$ cat config.mk
export PLATFORM = sky130hd
export DESIGN_NAME = vdg_timing
export DESIGN_NICKNAME = d
export VERILOG_FILES = /design/src/rtl/vdg_timing.sv
export SDC_FILE = /design/constraint.sdc
export NUM_CORES = 1
export LEC_CHECK = 0
export ABC_AREA = 1
export BUFFER_PORTS_ARGS = -buffer_cell sky130_fd_sc_hd__buf_2
export CAP_MARGIN = 20
export CELL_PAD_IN_SITES_DETAIL_PLACEMENT = 0
export CELL_PAD_IN_SITES_GLOBAL_PLACEMENT = 2
export CORE_MARGIN = 1
export CORE_UTILIZATION = 35
export DETAILED_ROUTE_END_ITERATION = 6
export GPL_TIMING_DRIVEN = 0
export HOLD_SLACK_MARGIN = 0.15
export PLACE_DENSITY_LB_ADDON = 0.1
export SYNTH_ARGS = -nofsm -noshare
export SYNTH_HDL_FRONTEND = slang
export SYNTH_SLANG_ARGS = --single-unit
$ cat constraint.sdc
create_clock -name clk -period 2.3 [get_ports clk]
set_input_delay 0.23 -clock clk [delete_from_list [all_inputs] [get_ports clk]]
set_output_delay 0.23 -clock clk [all_outputs]
set_load 0.005 [all_outputs]
$ cat src/rtl/vdg_timing.sv
// Raster timing and display-fetch sequencer: pixel/line counters, sync, display enable,
// VRAM fetch strobe/address and character row count for the pixel data switch.
module vdg_timing #(
  parameter int H_ACTIVE     = 256,
  parameter int H_TOTAL      = 320,
  parameter int H_SYNC_START = 280,
  parameter int H_SYNC_LEN   = 24,
  parameter int V_ACTIVE     = 192,
  parameter int V_TOTAL      = 262,
  parameter int V_SYNC_START = 225,
  parameter int V_SYNC_LEN   = 3,
  parameter int ADDR_W       = 13
) (
  input  logic              clk,
  input  logic              reset,
  input  logic              AnG,
  input  logic [3:0]        mode,
  output logic              load,
  output logic [3:0]        row,
  output logic [ADDR_W-1:0] addr,
  output logic              de,
  output logic              HS_n,
  output logic              FS_n
);

  localparam int H_W = $clog2(H_TOTAL);
  localparam int V_W = $clog2(V_TOTAL);

  localparam logic [H_W-1:0] H_ACT      = H_W'(H_ACTIVE);
  localparam logic [H_W-1:0] H_LINE_END = H_W'(H_ACTIVE - 1);
  localparam logic [H_W-1:0] H_LAST     = H_W'(H_TOTAL - 1);
  localparam logic [H_W-1:0] HS_LO      = H_W'(H_SYNC_START);
  localparam logic [H_W-1:0] HS_HI      = H_W'(H_SYNC_START + H_SYNC_LEN);
  localparam logic [V_W-1:0] V_ACT      = V_W'(V_ACTIVE);
  localparam logic [V_W-1:0] V_LAST     = V_W'(V_TOTAL - 1);
  localparam logic [V_W-1:0] VS_LO      = V_W'(V_SYNC_START);
  localparam logic [V_W-1:0] VS_HI      = V_W'(V_SYNC_START + V_SYNC_LEN);

  // Bytes per line follow the active width: one byte per 8 or per 16 pixels.
  localparam logic [ADDR_W-1:0] BPL_WIDE   = ADDR_W'(H_ACTIVE / 8);
  localparam logic [ADDR_W-1:0] BPL_NARROW = ADDR_W'(H_ACTIVE / 16);

  logic [H_W-1:0]    h_count_reg;
  logic [V_W-1:0]    v_count_reg;
  logic              ang_reg;
  logic [2:0]        gm_reg;
  logic [ADDR_W-1:0] line_base_reg;
  logic [ADDR_W-1:0] addr_cnt_reg;
  logic [3:0]        rep_cnt_reg;

  logic              load_reg;
  logic [3:0]        row_reg;
  logic [ADDR_W-1:0] addr_reg;
  logic              de_reg;
  logic              hs_n_reg;
  logic              fs_n_reg;

  logic              wide;
  logic [3:0]        rep_last;
  logic [ADDR_W-1:0] bpl;
  logic              active;
  logic              load_now;
  logic              line_end;
  logic              h_last;
  logic              v_last;
  logic              hsync_on;
  logic              fsync_on;
  logic              unused_mode0;

  assign unused_mode0 = mode[0];

  always_comb begin
    wide     = 1'b1;
    rep_last = 4'd11;
    if (ang_reg) begin
      case (gm_reg)
        3'b000, 3'b001: begin wide = 1'b0; rep_last = 4'd2; end
        3'b010:         begin wide = 1'b1; rep_last = 4'd2; end
        3'b011:         begin wide = 1'b0; rep_last = 4'd1; end
        3'b100:         begin wide = 1'b1; rep_last = 4'd1; end
        3'b101:         begin wide = 1'b0; rep_last = 4'd0; end
        default:        begin wide = 1'b1; rep_last = 4'd0; end
      endcase
    end
  end

  assign bpl      = wide ? BPL_WIDE : BPL_NARROW;
  assign active   = (h_count_reg < H_ACT) && (v_count_reg < V_ACT);
  assign load_now = active && (wide ? (h_count_reg[2:0] == 3'd0) : (h_count_reg[3:0] == 4'd0));
  assign line_end = (v_count_reg < V_ACT) && (h_count_reg == H_LINE_END);
  assign h_last   = (h_count_reg == H_LAST);
  assign v_last   = (v_count_reg == V_LAST);
  assign hsync_on = (h_count_reg >= HS_LO) && (h_count_reg < HS_HI);
  assign fsync_on = (v_count_reg >= VS_LO) && (v_count_reg < VS_HI);

  always_ff @(posedge clk) begin
    if (reset) begin
      h_count_reg   <= '0;
      v_count_reg   <= '0;
      ang_reg       <= AnG;
      gm_reg        <= mode[3:1];
      line_base_reg <= '0;
      addr_cnt_reg  <= '0;
      rep_cnt_reg   <= '0;
      load_reg      <= 1'b0;
      row_reg       <= 4'd0;
      addr_reg      <= '0;
      de_reg        <= 1'b0;
      hs_n_reg      <= 1'b1;
      fs_n_reg      <= 1'b1;
    end else begin
      if (h_last) begin
        h_count_reg <= '0;
        v_count_reg <= v_last ? '0 : v_count_reg + 1'b1;
      end else begin
        h_count_reg <= h_count_reg + 1'b1;
      end

      // Field wrap outranks everything: new mode takes effect and fetch restarts at 0.
      if (h_last && v_last) begin
        ang_reg       <= AnG;
        gm_reg        <= mode[3:1];
        line_base_reg <= '0;
        addr_cnt_reg  <= '0;
        rep_cnt_reg   <= '0;
      end else if (line_end) begin
        if (rep_cnt_reg == rep_last) begin
          line_base_reg <= line_base_reg + bpl;
          addr_cnt_reg  <= line_base_reg + bpl;
          rep_cnt_reg   <= 4'd0;
        end else begin
          addr_cnt_reg <= line_base_reg;
          rep_cnt_reg  <= rep_cnt_reg + 4'd1;
        end
      end else if (load_now) begin
        addr_cnt_reg <= addr_cnt_reg + 1'b1;
      end

      load_reg <= load_now;
      row_reg  <= ang_reg ? 4'd0 : rep_cnt_reg;
      addr_reg <= addr_cnt_reg;
      de_reg   <= active;
      hs_n_reg <= ~hsync_on;
      fs_n_reg <= ~fsync_on;
    end
  end

  assign load = load_reg;
  assign row  = row_reg;
  assign addr = addr_reg;
  assign de   = de_reg;
  assign HS_n = hs_n_reg;
  assign FS_n = fs_n_reg;

endmodule

---- Word-level counts from Yosys, hierarchy flattened ----
Cells that the tools add are included.
word-level totals
  register bits after elaboration ......... 73
  bits of input ports ..................... 7
  output and inout port bits .............. 21
cells by class
  add/sub/neg operators ................... 5
  magnitude comparators ................... 6
  equality and inequality tests ........... 9
  muxes and demuxes ....................... 15
  bitwise logic cells ..................... 2
  reduce and logical (&&, ||, !) cells .... 17
operators with widths
  cell                                                 number
  2-to-1 mux 13 bit                                    3
  adder 9 x 1 -> 9 bit, second input constant          2
  equality test 9 bit, second input constant           2
  < comparator 9 x 8 -> 1 bit, second input constant   2
  < comparator 9 bit, second input constant            2
  adder 13 x 1 -> 13 bit, second input constant        1
  adder 13 x 6 -> 13 bit                               1
  equality test 9 x 8 -> 1 bit, second input constant  1
  >= comparator 9 x 8 -> 1 bit, second input constant  1
  >= comparator 9 bit, second input constant           1
  2-to-1 mux 9 bit                                     1
  2-to-1 mux 4 bit                                     2
  OR reduction 2 bit                                   4
  equality test 3 x 2 -> 1 bit, second input constant  2
  equality test 3 bit, second input constant           2
  logical AND 1 bit                                    6
  zero test 3 bit                                      2
  2-to-1 mux 3 bit                                     2
  2-to-1 mux 6 bit                                     1
  2-to-1 mux 1 bit                                     5
  adder 4 x 1 -> 4 bit, second input constant          1
  equality test 4 bit                                  1
  zero test 4 bit                                      1
  one-hot mux 2 bit (2 select lines)                   1
  other kinds (5)                                      7

---- Longest topological paths before layout ----
  word-level depth ........................ 8
  gate-level depth with buffers ........... 16
  depth with buffers taken out ............ 16

---- Least setup slack after synthesis ----
Ideal clock, no wire load.
  path kind ............................... register -> register
  start ................................... reg gm_reg[0]
  end ..................................... reg addr_cnt_reg[10]
  arrival time ............................ 1.831 ns
  required time ........................... 2.181 ns
  slack ................................... 0.350 ns
  stages on the path, launching flop included .. 12
  buffers on the path ..................... 0
  cells stage by stage .................... edfxtp_1 > a21oi_1 > nor2_2 > ha_1 > fa_1 > nand3_1 > nor2_1 > xor2_1 > nand3_1 > nand2_1 > nand2_1 > a21oi_1
between the ends
  cells in the longest elaborated chain, start to end .. 8
  elaborated cells between the ends (all ways) .. 21
  classes of those cells .................. 1 x add/sub; 6 x eq/ne; 8 x mux; 6 x reduce/logical
ends and longest elaborated chain
  item                                                        RTL line  source
  from (decl)                                                 46        logic [2:0] gm_reg;
  from (signal assigned)                                      101       gm_reg <= mode[3:1];
  from (signal assigned)                                      122       gm_reg <= mode[3:1];
  equality test 3 x 2 -> 1 bit, or another cell as far along  76        case (gm_reg)
  OR reduction 4 bit (no line)                                n/a
  2-to-1 mux 1 bit                                            76
  2-to-1 mux 1 bit                                            75        if (ang_reg) begin
  2-to-1 mux 6 bit                                            87        assign bpl = wide ? BPL_WIDE : BPL_NARROW;
  adder 13 x 6 -> 13 bit                                      129       addr_cnt_reg <= line_base_reg + bpl;
  2-to-1 mux 13 bit                                           n/a
  2-to-1 mux 13 bit                                           126       end else if (line_end) begin
  to (signal assigned)                                        129
  to (signal assigned)                                        132       addr_cnt_reg <= line_base_reg;
  to (signal assigned)                                        136       addr_cnt_reg <= addr_cnt_reg + 1'b1;
  to (decl)                                                   48        logic [ADDR_W-1:0] addr_cnt_reg;
Parallel ways exist; a longest one is shown, timed or not.
A chain may end at the register's enable or synchronous reset.

---- Worst setup path after layout ----
Ends and elaborated chain as after synthesis.

==> metrics.yaml <==
run_status:
  run_status: "finished clean"
critical_path:
  path_cells: "a21oi_1, nor2_4, ha_4, fa_2, nand3_2, nor2_2, xor2_1, nand3_1, nand2_1, nand2_1, a21oi_1"
  slowest_delay_ns: 0.44
  critical_path_required_ns: 2.57
  crit_path_max_fanout: 5
  arrival_ns: 2.37
  path_class: "register to register"
  critical_path.slowest_cell: "sky130_fd_sc_hd__edfxtp_1"
  setup.worst_path.end_class: "register"
  start_kind: "register"
global_routing:
  overflow: 0
  grtUsageTotal_pct: 17.11
  first_pass_grt_wire_length_um: 13250
  grt_max_degree: 14
  first_global_vias: 2668
  number_of_antenna_violations_at_the_first_check_in_global_routing: 0
drt:
  drt-initial-drc-count: 78
  postRouteWirelength_um: 7720
  vias_per_cell: 4.566
  via_count: 2831
  detail-route-antenna-nets: 0
  detail_route.first_pass.iterations: 4
  drc_viols: 0
  avgRoutedWirePerCell_um: 12.45
clocking:
  root_buffer: "sky130_fd_sc_hd__clkbuf_8"
  clock_insertion_delay_worst_skew_ns: 0.34
  longest_clk_path_bufs: 2
  htreeDepth: 3
  cts_inserted_buffers: 9
  cts_tree: "done"
  numClockSinks: 69
  clk_pin_slew_worst_paths_ns: 0.08
power_and_ir_drop:
  cell_internal_pwr_w: 0.002086
  cellPowerDensity_nw_per_um2: 706.9
  p_seq_share_pct: 49.0
  power.net_switching_w: 0.0007263
  vdd.ir_drop.worst_mv: 0.4337
  p_sw_share_pct: 25.82
  clock_power_share_pct: 39.7
  cellLeakagePower_nw: 1.683
  comb_power_share_pct: 11.3
timing:
  fin_crit_ns: 2.101
  fin_skew_ns: 0.009614
  setup_repair_after_global_routing_missed_its_margin: "yes"
  slew_viol_final: 0
  final-hold-violation-count: 0
  final_period_util_pct: 91.33
  setup_slack_of_the_critical_path_after_layout_ns: 0.1994
  maxClockFrequency_mhz: 476.1
  hold-worst-slack_ns: 0.2199
  setup-violations-final: 0
  worst-slew-pin-transition_ns: 0.5251
  relSlewSlack_pct: 64.99
synthesis:
  postSynthAreaPerCell_um2: 7.575
  synth.yosys.warnings: 0
  synth_ff_type: "sky130_fd_sc_hd__dfxtp_1"
  synth.distinct_cells: 37
  synth_nets: 462
  syn-cell-area_um2: 3371
  synthCells: 445
  edff_count_synth: 4
  synth.yosys.seq_area_share_pct: 42.17
  synth_seq_cells: 69
  synthArstFlopShare_pct: 0
cells_and_area:
  antenna_cell_count: 0
  post_layout_nonfiller_instances: 620
  fin_nets: 503
  drive_above_1_share_pct: 17.11
  area_delta_synth_final_pct: 18.04
  layout.cell_area.non_filler_um2: 3979
  postLayoutCoreUtil_pct: 42.86
  fillers: 1008
placed_design:
  dp_slack_ns: 0.01067
  globalplace.congestion: 0.7474
  hpwl_um: 5629
  place.port_buffers: 26
  placed_cells_incl_taps: 600
  detailed_place.area_um2: 3662
die:
  die_area_um2: 10030
  num_rows: 35
  initial_core_util_pct: 36.31
  die_width_um: 100.1
  floorplan.core_area_um2: 9284
  ioPinCount: 28
  die_height_um: 100.1
min_path:
  worstHoldPathType: "input pin to register"
run:
  drv.max_cap_violation_count: 0
[worst max-delay path, delay by kind of cell (launching register included)]
family / cells / cell delay (ns)
DFF: 1 / 0.44
and+or+nand+nor: 6 / 0.51
adders and majority gates: 2 / 0.54
xor gates and xnor gates: 1 / 0.14
AOI/OAI and AO/OA: 2 / 0.40
[layout by cell type (no fill, tap or decap), drive strengths merged]
cell type    count
o21a             1
o32ai            1
buf             34
o311ai           1
clkbuf          17
ha               9
xor2            23
nand4            4
clkinvlp         1
or2              2
o21ai           30
nand2          101
dfxtp           65
nand3b           3
inv             52
nand3           35
nor4             1
nor2            64
o31ai            1
a21oi           18
o2111ai          1
edfxtp           4
nor3            11
clkinv           1
dlygate4sd3      4
fa               1
bufinv           1
nor3b            3
xnor2            2
[through the flow]
stage                       TNS, ns  total power (W)
after floorplan                   0         0.001611
after global placement            0         0.001724
after detailed placement          0         0.001723
after CTS                         0         0.002859
after global routing      -0.001326         0.002970
final                             0         0.002812
[final cells by class]
class	instances	area [um^2]	area share, %
multi-input cells	312	1720	43.24
flip-flops and latches	69	1421	35.72
inverters	53	202.7	5.094
clock buffers	14	192.7	4.843
repair buffers	30	170.2	4.277
well taps	129	161.4	4.057
plain buffers	11	72.57	1.824
clock inverters	2	37.54	0.9434
[final timing paths]
| kind | from | depth (start not counted) | slack [ns] | endpoint |
|---|---|---|---|---|
| worst max-delay path | gm_reg[0]$_DFFE_PP_ | 11 | 0.20 | addr_cnt_reg[10]$_SDFFE_PP0P_ |
| worst min-delay path | reset | 3 | 0.22 | HS_n$_SDFF_PP1_ |
| worst max register to register | gm_reg[0]$_DFFE_PP_ | 11 | 0.20 | addr_cnt_reg[10]$_SDFFE_PP0P_ |
| worst min register to register | addr_cnt_reg[1]$_SDFFE_PP0P_ | 2 | 0.47 | addr[1]$_SDFF_PP0_ |
[logic make-up after synthesis]
logic type / Yosys count / synth area share (%)
adders and majority gates: 10 / 3.935
AOI/OAI and AO/OA: 53 / 8.798
and+or+nand+nor: 224 / 30.59
DFF: 69 / 42.17
buffers and inverters: 64 / 8.017
xor gates and xnor gates: 25 / 6.496
[Yosys cell counts, types with 2 or more instances]
library cell | count | share of area [%]
sky130_fd_sc_hd__o21ai_0 | 24 | 3.6
sky130_fd_sc_hd__nor2_4 | 3 | 1.0
sky130_fd_sc_hd__nand3_1 | 30 | 4.5
sky130_fd_sc_hd__or2_2 | 2 | 0.37
sky130_fd_sc_hd__nor2_1 | 59 | 6.6
sky130_fd_sc_hd__ha_1 | 9 | 3.3
sky130_fd_sc_hd__nand4_1 | 4 | 0.74
sky130_fd_sc_hd__nand3_2 | 4 | 1.2
sky130_fd_sc_hd__clkbuf_1 | 3 | 0.33
sky130_fd_sc_hd__nor2_2 | 2 | 0.37
sky130_fd_sc_hd__inv_1 | 51 | 5.7
sky130_fd_sc_hd__nor3b_1 | 3 | 0.67
sky130_fd_sc_hd__a21oi_2 | 2 | 0.52
sky130_fd_sc_hd__nand2_1 | 94 | 10
sky130_fd_sc_hd__buf_6 | 3 | 1.0
sky130_fd_sc_hd__dfxtp_1 | 65 | 39
sky130_fd_sc_hd__buf_2 | 5 | 0.74
sky130_fd_sc_hd__nor3_2 | 3 | 0.89
sky130_fd_sc_hd__nor3_1 | 8 | 1.2
sky130_fd_sc_hd__o21ai_1 | 4 | 0.59
sky130_fd_sc_hd__nand3b_1 | 3 | 0.67
sky130_fd_sc_hd__xor2_1 | 23 | 6.0
sky130_fd_sc_hd__xnor2_1 | 2 | 0.52
sky130_fd_sc_hd__o21ai_2 | 2 | 0.52
sky130_fd_sc_hd__nand2_2 | 7 | 1.3
sky130_fd_sc_hd__edfxtp_1 | 4 | 3.6
sky130_fd_sc_hd__a21oi_1 | 16 | 2.4
[power by group through the flow]
| stage | clock (W) | combinational, W | sequential, W |
|---|---|---|---|
| 2_1_floorplan | 0 | 0.000218 | 0.00139 |
| 3_3_place_gp | 0 | 0.000313 | 0.00141 |
| 3_5_place_dp | 0 | 0.000316 | 0.00141 |
| 4_1_cts | 0.00115 | 0.000324 | 0.00138 |
| 5_1_grt | 0.00121 | 0.000366 | 0.00139 |
| 6_report | 0.00112 | 0.000317 | 0.00138 |
[layer usage]
layer | vias up | track usage [%] | share of wire (%)
li1 | 1504 | - | -
met1 | 1297 | 23.49 | 52
met2 | 28 | 26.82 | 45
met3 | 2 | 3.482 | 2.5
met4 | 0 | 5.686 | 0.53
met5 | - | 0 | 0
[what timing repair did]
action	in CTS	in global routing
cloned	0	0
hold endpoints to repair	4	0
setup buffers	0	0
resized for setup	1	10
hold buffers	4	0
endpoints found under the setup margin	2	18
(Power assumes the default switching activity.)
